## config.mk

```make
export PLATFORM = sky130hd
export DESIGN_NAME = nx_stream_distributor
export DESIGN_NICKNAME = d
export VERILOG_FILES = /design/src/rtl/nx_stream_distributor_pkg.sv /design/src/rtl/nx_distributor_fifo.sv /design/src/rtl/nx_stream_distributor.sv
export SDC_FILE = /design/constraint.sdc
export NUM_CORES = 1
export LEC_CHECK = 0
export ABC_AREA = 1
export CORE_MARGIN = 4
export CORE_UTILIZATION = 30
export CTS_CLUSTER_DIAMETER = 200
export DETAILED_ROUTE_END_ITERATION = 8
export PLACE_DENSITY = 0.51
export SLEW_MARGIN = 10
export SYNTH_ARGS = -nofsm -noshare
export SYNTH_HDL_FRONTEND = slang
export SYNTH_SLANG_ARGS = --single-unit
```

## constraint.sdc

```tcl
create_clock -name clk_i -period 2.7 [get_ports clk_i]
set_input_delay 0.54 -clock clk_i [delete_from_list [all_inputs] [get_ports clk_i]]
set_output_delay 0.54 -clock clk_i [all_outputs]
set_load 0.01 [all_outputs]
```

## src/rtl/nx_stream_distributor_pkg.sv

```systemverilog
// Shared node types for the mesh datapath: message format, link directions
// and the source identifiers used by the outbound distributor's arbitration.
package NXConstants;

  typedef enum logic [1:0] {
    NORTH = 2'd0,
    EAST  = 2'd1,
    SOUTH = 2'd2,
    WEST  = 2'd3
  } direction_t;

  typedef struct packed {
    logic [3:0]  row;
    logic [3:0]  column;
    logic [23:0] payload;
  } node_message_t;

  typedef enum logic {
    SRC_BYPASS   = 1'b0,
    SRC_INTERNAL = 1'b1
  } source_t;

  localparam int NUM_DIRS = 4;

endpackage

```

## src/rtl/nx_distributor_fifo.sv

```systemverilog
// Single-push/single-pop message FIFO for one outbound link. Space is judged
// on the registered count only, so a full FIFO never takes credit for a pop.
module nx_distributor_fifo
  import NXConstants::*;
#(
  parameter int OUT_DEPTH = 2
) (
  input  logic          clk_i,
  input  logic          rst_i,
  input  node_message_t push_data_i,
  input  logic          push_valid_i,
  output logic          push_ready_o,
  output node_message_t pop_data_o,
  output logic          pop_valid_o,
  input  logic          pop_ready_i
);

  localparam int PTR_W = $clog2(OUT_DEPTH);
  localparam logic [PTR_W:0] FULL_COUNT = (PTR_W + 1)'(OUT_DEPTH);

  logic [PTR_W-1:0] wr_ptr_q, wr_ptr_d;
  logic [PTR_W-1:0] rd_ptr_q, rd_ptr_d;
  logic [PTR_W:0]   count_q, count_d;
  node_message_t    mem_q [OUT_DEPTH];
  logic             push, pop;

  assign push_ready_o = (count_q < FULL_COUNT);
  assign pop_valid_o  = (count_q != '0);
  // Gating keeps the head at zero whenever empty, including straight after reset.
  assign pop_data_o   = pop_valid_o ? mem_q[rd_ptr_q] : '0;
  assign push         = push_valid_i && push_ready_o;
  assign pop          = pop_valid_o && pop_ready_i;

  always_comb begin
    // NOTE: every comb output gets a default first so no path can infer a latch.
    wr_ptr_d = wr_ptr_q;
    rd_ptr_d = rd_ptr_q;
    count_d  = count_q;
    if (push) wr_ptr_d = wr_ptr_q + PTR_W'(1);
    if (pop)  rd_ptr_d = rd_ptr_q + PTR_W'(1);
    unique case ({push, pop})
      2'b10:   count_d = count_q + (PTR_W + 1)'(1);
      2'b01:   count_d = count_q - (PTR_W + 1)'(1);
      default: count_d = count_q;
    endcase
  end

  always_ff @(posedge clk_i or posedge rst_i) begin
    if (rst_i) begin
      wr_ptr_q <= '0;
      rd_ptr_q <= '0;
      count_q  <= '0;
    end else begin
      // NOTE: state registers use non-blocking assignments so all flops update together.
      wr_ptr_q <= wr_ptr_d;
      rd_ptr_q <= rd_ptr_d;
      count_q  <= count_d;
    end
  end

  // NOTE: storage is deliberately not reset; the count alone decides what is valid.
  always_ff @(posedge clk_i) begin
    if (push) mem_q[wr_ptr_q] <= push_data_i;
  end

endmodule

```

## src/rtl/nx_stream_distributor.sv

```systemverilog
// Outbound distributor: steers bypass and internally generated messages into
// per-link FIFOs, with a fairness pointer that alternates on same-link contention.
module nx_stream_distributor
  import NXConstants::*;
#(
  parameter int OUT_DEPTH = 2
) (
  input  logic          clk_i,
  input  logic          rst_i,
  input  node_message_t internal_data_i,
  input  direction_t    internal_dir_i,
  input  logic          internal_valid_i,
  output logic          internal_ready_o,
  input  node_message_t bypass_data_i,
  input  direction_t    bypass_dir_i,
  input  logic          bypass_valid_i,
  output logic          bypass_ready_o,
  output node_message_t north_data_o,
  output node_message_t east_data_o,
  output node_message_t south_data_o,
  output node_message_t west_data_o,
  output logic          north_valid_o,
  output logic          east_valid_o,
  output logic          south_valid_o,
  output logic          west_valid_o,
  input  logic          north_ready_i,
  input  logic          east_ready_i,
  input  logic          south_ready_i,
  input  logic          west_ready_i,
  output logic          idle_o
);

  source_t             prio_q, prio_d;
  logic [NUM_DIRS-1:0] space;
  logic [NUM_DIRS-1:0] fifo_valid;
  logic [NUM_DIRS-1:0] fifo_ready;
  node_message_t       fifo_data [NUM_DIRS];
  logic                int_elig, byp_elig, contention;
  logic                int_grant, byp_grant;

  always_comb begin
    int_elig   = internal_valid_i && space[internal_dir_i];
    byp_elig   = bypass_valid_i && space[bypass_dir_i];
    contention = int_elig && byp_elig && (internal_dir_i == bypass_dir_i);
    int_grant  = int_elig && (!contention || (prio_q == SRC_INTERNAL));
    byp_grant  = byp_elig && (!contention || (prio_q == SRC_BYPASS));
    // The loser of a contention cycle owns the next one.
    prio_d     = prio_q;
    if (contention) prio_d = int_grant ? SRC_BYPASS : SRC_INTERNAL;
  end

  always_ff @(posedge clk_i or posedge rst_i) begin
    if (rst_i) prio_q <= SRC_BYPASS;
    else       prio_q <= prio_d;
  end

  assign internal_ready_o = int_grant;
  assign bypass_ready_o   = byp_grant;

  assign fifo_ready = {west_ready_i, south_ready_i, east_ready_i, north_ready_i};

  for (genvar d = 0; d < NUM_DIRS; d++) begin : g_link
    logic          byp_hit, int_hit;
    node_message_t push_data;

    // Both grants never land on the same link, so the select is unambiguous.
    assign byp_hit   = byp_grant && (bypass_dir_i == direction_t'(d));
    assign int_hit   = int_grant && (internal_dir_i == direction_t'(d));
    assign push_data = byp_hit ? bypass_data_i : internal_data_i;

    nx_distributor_fifo #(
      .OUT_DEPTH (OUT_DEPTH)
    ) u_fifo (
      .clk_i        (clk_i),
      .rst_i        (rst_i),
      .push_data_i  (push_data),
      .push_valid_i (byp_hit || int_hit),
      .push_ready_o (space[d]),
      .pop_data_o   (fifo_data[d]),
      .pop_valid_o  (fifo_valid[d]),
      .pop_ready_i  (fifo_ready[d])
    );
  end

  assign north_data_o  = fifo_data[NORTH];
  assign east_data_o   = fifo_data[EAST];
  assign south_data_o  = fifo_data[SOUTH];
  assign west_data_o   = fifo_data[WEST];
  assign north_valid_o = fifo_valid[NORTH];
  assign east_valid_o  = fifo_valid[EAST];
  assign south_valid_o = fifo_valid[SOUTH];
  assign west_valid_o  = fifo_valid[WEST];

  assign idle_o = (fifo_valid == '0) && !internal_valid_i && !bypass_valid_i;

endmodule

```

==> impl_metrics.env <==
export IMPL_final_cells=1944
export IMPL_syn_instance_count=1141
export IMPL_slew_violations=0
export IMPL_grt_pass1_vias=9048
export IMPL_path_delay_family="buffers and inverters"
export IMPL_rsz0062_at_grt="true"
export IMPL_criticalPathCategory="register to output port"
export IMPL_outcome="finished, final reports clean"
export IMPL_synth_top_area_share=0.633
export IMPL_avgSynthCellArea_um2=10.7
export IMPL_final_common_cell="nand2_1"
export IMPL_clkTransAtPathRegs_ns=0.06
export IMPL_crit_fanout=14
export IMPL_yosys_area_share_adder=0.00412
export IMPL_synth_compound_area_frac=0.112
export IMPL_num_vias=9086
export IMPL_synth_mux_area_frac=0
export IMPL_routedWlPerCell_um=19.8
export IMPL_drtAntennaViolNets=0
export IMPL_cellLeakagePower_nw=7.10
export IMPL_die_h_um=209
export IMPL_drive_above_1_share=0.145
export IMPL_clock_sinks=273
export IMPL_drt_pass1_iterations=5
export IMPL_final_cell_mix="405 x nand2_1, 256 x edfxtp_1, 111 x o21ai_1"
export IMPL_die_w_um=209
export IMPL_finalWirelength_um=38400
export IMPL_routed_via_density=4.67
export IMPL_cts_buffer_depth=3
export IMPL_antenna_found_initial=2
export IMPL_worstPathCellList="inv_1, buf_6, nand2_1, a21oi_2, clkdlybuf4s50_1"
export IMPL_top_level_ports=211
export IMPL_htree_levels=1
export IMPL_clock_root_buffer="clkbuf_16"
export IMPL_finalSetupTns_ns=0
export IMPL_ir_drop_v=0.000455
export IMPL_clk_latency_ns=0.55
export IMPL_synth_simple_area_share=0.148
export IMPL_fmax_mhz=375
export IMPL_grt_max_degree=45
export IMPL_crit_path_max_incr_delay_ns=0.56
export IMPL_async_flop_share=0.0623
export IMPL_crit_slowest_cell="clkdlybuf4s50_1"
export IMPL_r2r_setup_slack_ns=0.49
export IMPL_synth_enable_flop_cells=256
export IMPL_hpwl_um=27100
export IMPL_drt_iter0_drc=602
export IMPL_seq_area_frac_synth=0.668
export IMPL_synthesis_area_um2=12200
export IMPL_ys_types=30
export IMPL_fillers=3796
export IMPL_crit_buf_inv=3
export IMPL_r2r_end="g_link[2].u_fifo.mem_q[1][18]"
export IMPL_cp_start_kind="register"
export IMPL_required_ns=2.16
export IMPL_ys_seq_elements=273
export IMPL_setup_viol=0
export IMPL_period_minus_slack_ns=2.67
export IMPL_crit_path_start="g_link[3].u_fifo.rd_ptr_q"
export IMPL_synthTopCellsByArea="edfxtp_1 63%, nand2_1 13%, a21oi_1 5.4%"
export IMPL_power_density_nw_per_um2=1000
export IMPL_cp_end_kind="output port"
export IMPL_hp_class="primary input to async pin"
export IMPL_overflow=0
export IMPL_worstPathArrival_ns=2.13
export IMPL_worst_pin_slew_ns=0.735
export IMPL_finalCritPeriodShare=0.988
export IMPL_core_um2=39900
export IMPL_final_hold_violation_count=0
export IMPL_fin_skew_ns=0.0141
export IMPL_worst_r2r_cell_count=9
export IMPL_routabilityCongestion=0.781
export IMPL_dp_cells=1886
export IMPL_synth_ff_type="edfxtp_1"
export IMPL_grt_pass1_wl_um=57100
export IMPL_utilization=0.416
export IMPL_yosysWarningCount=0
export IMPL_drc_errors=0
export IMPL_cts_inserted_buffers=29
export IMPL_rows=73
export IMPL_io_buffers=210
export IMPL_n_antenna_cell=0
export IMPL_dieArea_um2=43800
export IMPL_yosysTopAreaCell="edfxtp_1"
export IMPL_tritoncts="yes"
export IMPL_synthesis_nets=1221
export IMPL_slew_headroom=0.510
export IMPL_synthXorXnorAreaFrac=0.0101
export IMPL_synth_top_family_by_area="simple AND/OR/NAND/NOR gates"
export IMPL_grt_use_total=0.170
export IMPL_maxCapViolCount=0
export IMPL_rr_startpoint="g_link[2].u_fifo.count_q[1]"
export IMPL_area_delta_synth_final_pct=36.7
export IMPL_fin_nets=1477
export IMPL_start_util=0.304
routing by layer:
metal | track usage | part of all wire
met1 | 0.232 | 0.44
met2 | 0.282 | 0.48
met3 | 0.0375 | 0.067
met4 | 0.0335 | 0.015
met5 | 0 | 0.00034
worst register-to-register path, stage by stage (launching register included):
cell,delay (ns)
dfrtp_2,0.46
nand3_1,0.11
nand3_1,0.12
nor2_4,0.13
buf_4,0.13
nand4_4,0.08
buf_4,0.17
nand3_2,0.08
buf_4,0.40
o21ai_1,0.24
power breakdown:
part | leakage [nW] | internal [mW] | switching [mW] | total (mW)
sequential | 2.53 | 5.30 | 0.267 | 5.57
combinational | 4.13 | 3.08 | 4.35 | 7.43
clock | 0.435 | 2.06 | 1.63 | 3.69
total | 7.10 | 10.4 | 6.25 | 16.7
how the worst max path moves through the flow:
stage / endpoint / slack, ns / cells after the start
4_1_cts: west_data_o[21] / -0.005 / 5
6_report: west_data_o[21] / 0.03 / 5
3_3_place_gp: bypass_ready_o / -0.31 / 10
2_1_floorplan: g_link[0].u_fifo.mem_q[0][0] / 0.12 / 11
5_1_grt: west_data_o[21] / -0.04 / 5
3_5_place_dp: g_link[1].u_fifo.count_q[1] / -0.33 / 16
what timing repair did:
item,4_1_cts,5_1_grt
pin swaps,3,4
endpoints found under the setup margin,91,60
hold buffers,0,0
gates cloned,1,1
resized for setup,132,57
buffers inserted,1,2
final cells by class:
type / instances / area [um2] / share of cell area
clock inverters: 19 / 128 / 0.00768
inverters: 64 / 244 / 0.0147
clock buffers: 34 / 744 / 0.0448
repair buffers: 295 / 3160 / 0.190
well taps: 525 / 657 / 0.0395
flip-flops and latches: 273 / 8120 / 0.489
multi-input cells: 734 / 3560 / 0.215
cells in the mapped netlist (8+ instances only):
cell,n
buf_8,12
nor2_1,18
o21ai_0,12
o21ai_2,9
inv_1,62
o21ai_1,111
a21oi_1,132
xnor2_1,8
nand3_1,14
edfxtp_1,256
dfrtp_1,17
nand2_1,405
clkbuf_1,40
state kept, by name, indices dropped and copies added, names as in the netlist:
name and cells:
g_link.u_fifo.count_q 8, g_link.u_fifo.mem_q 256, g_link.u_fifo.rd_ptr_q 4, g_link.u_fifo.wr_ptr_q 4
prio_q 1
cell families (layout without fill, tap and decap cells):
| group | count (synthesis) | in the layout |
|---|---|---|
| buf+inv | 134 | 412 |
| xor+xnor | 14 | 14 |
| flops | 273 | 273 |
| fa+ha+maj | 4 | 4 |
| simple gates | 452 | 452 |
| compound gates | 264 | 264 |
metrics by stage:
stage | total power, mW | instance area (um2) | setup slack [ns] | hold slack, ns
4_1_cts | 17.0 | 16400 | -0.00473 | 0.452
3_3_place_gp | 13.2 | 15400 | -0.307 | 0.496
5_1_grt | 17.7 | 16600 | -0.0360 | 0.514
2_1_floorplan | 8.74 | 12200 | 0.121 | 0.466
6_report | 16.7 | 16600 | 0.0327 | 0.433
3_5_place_dp | 13.2 | 15400 | -0.330 | 0.502
No activity file was read; power rests on OpenSTA's default activity.
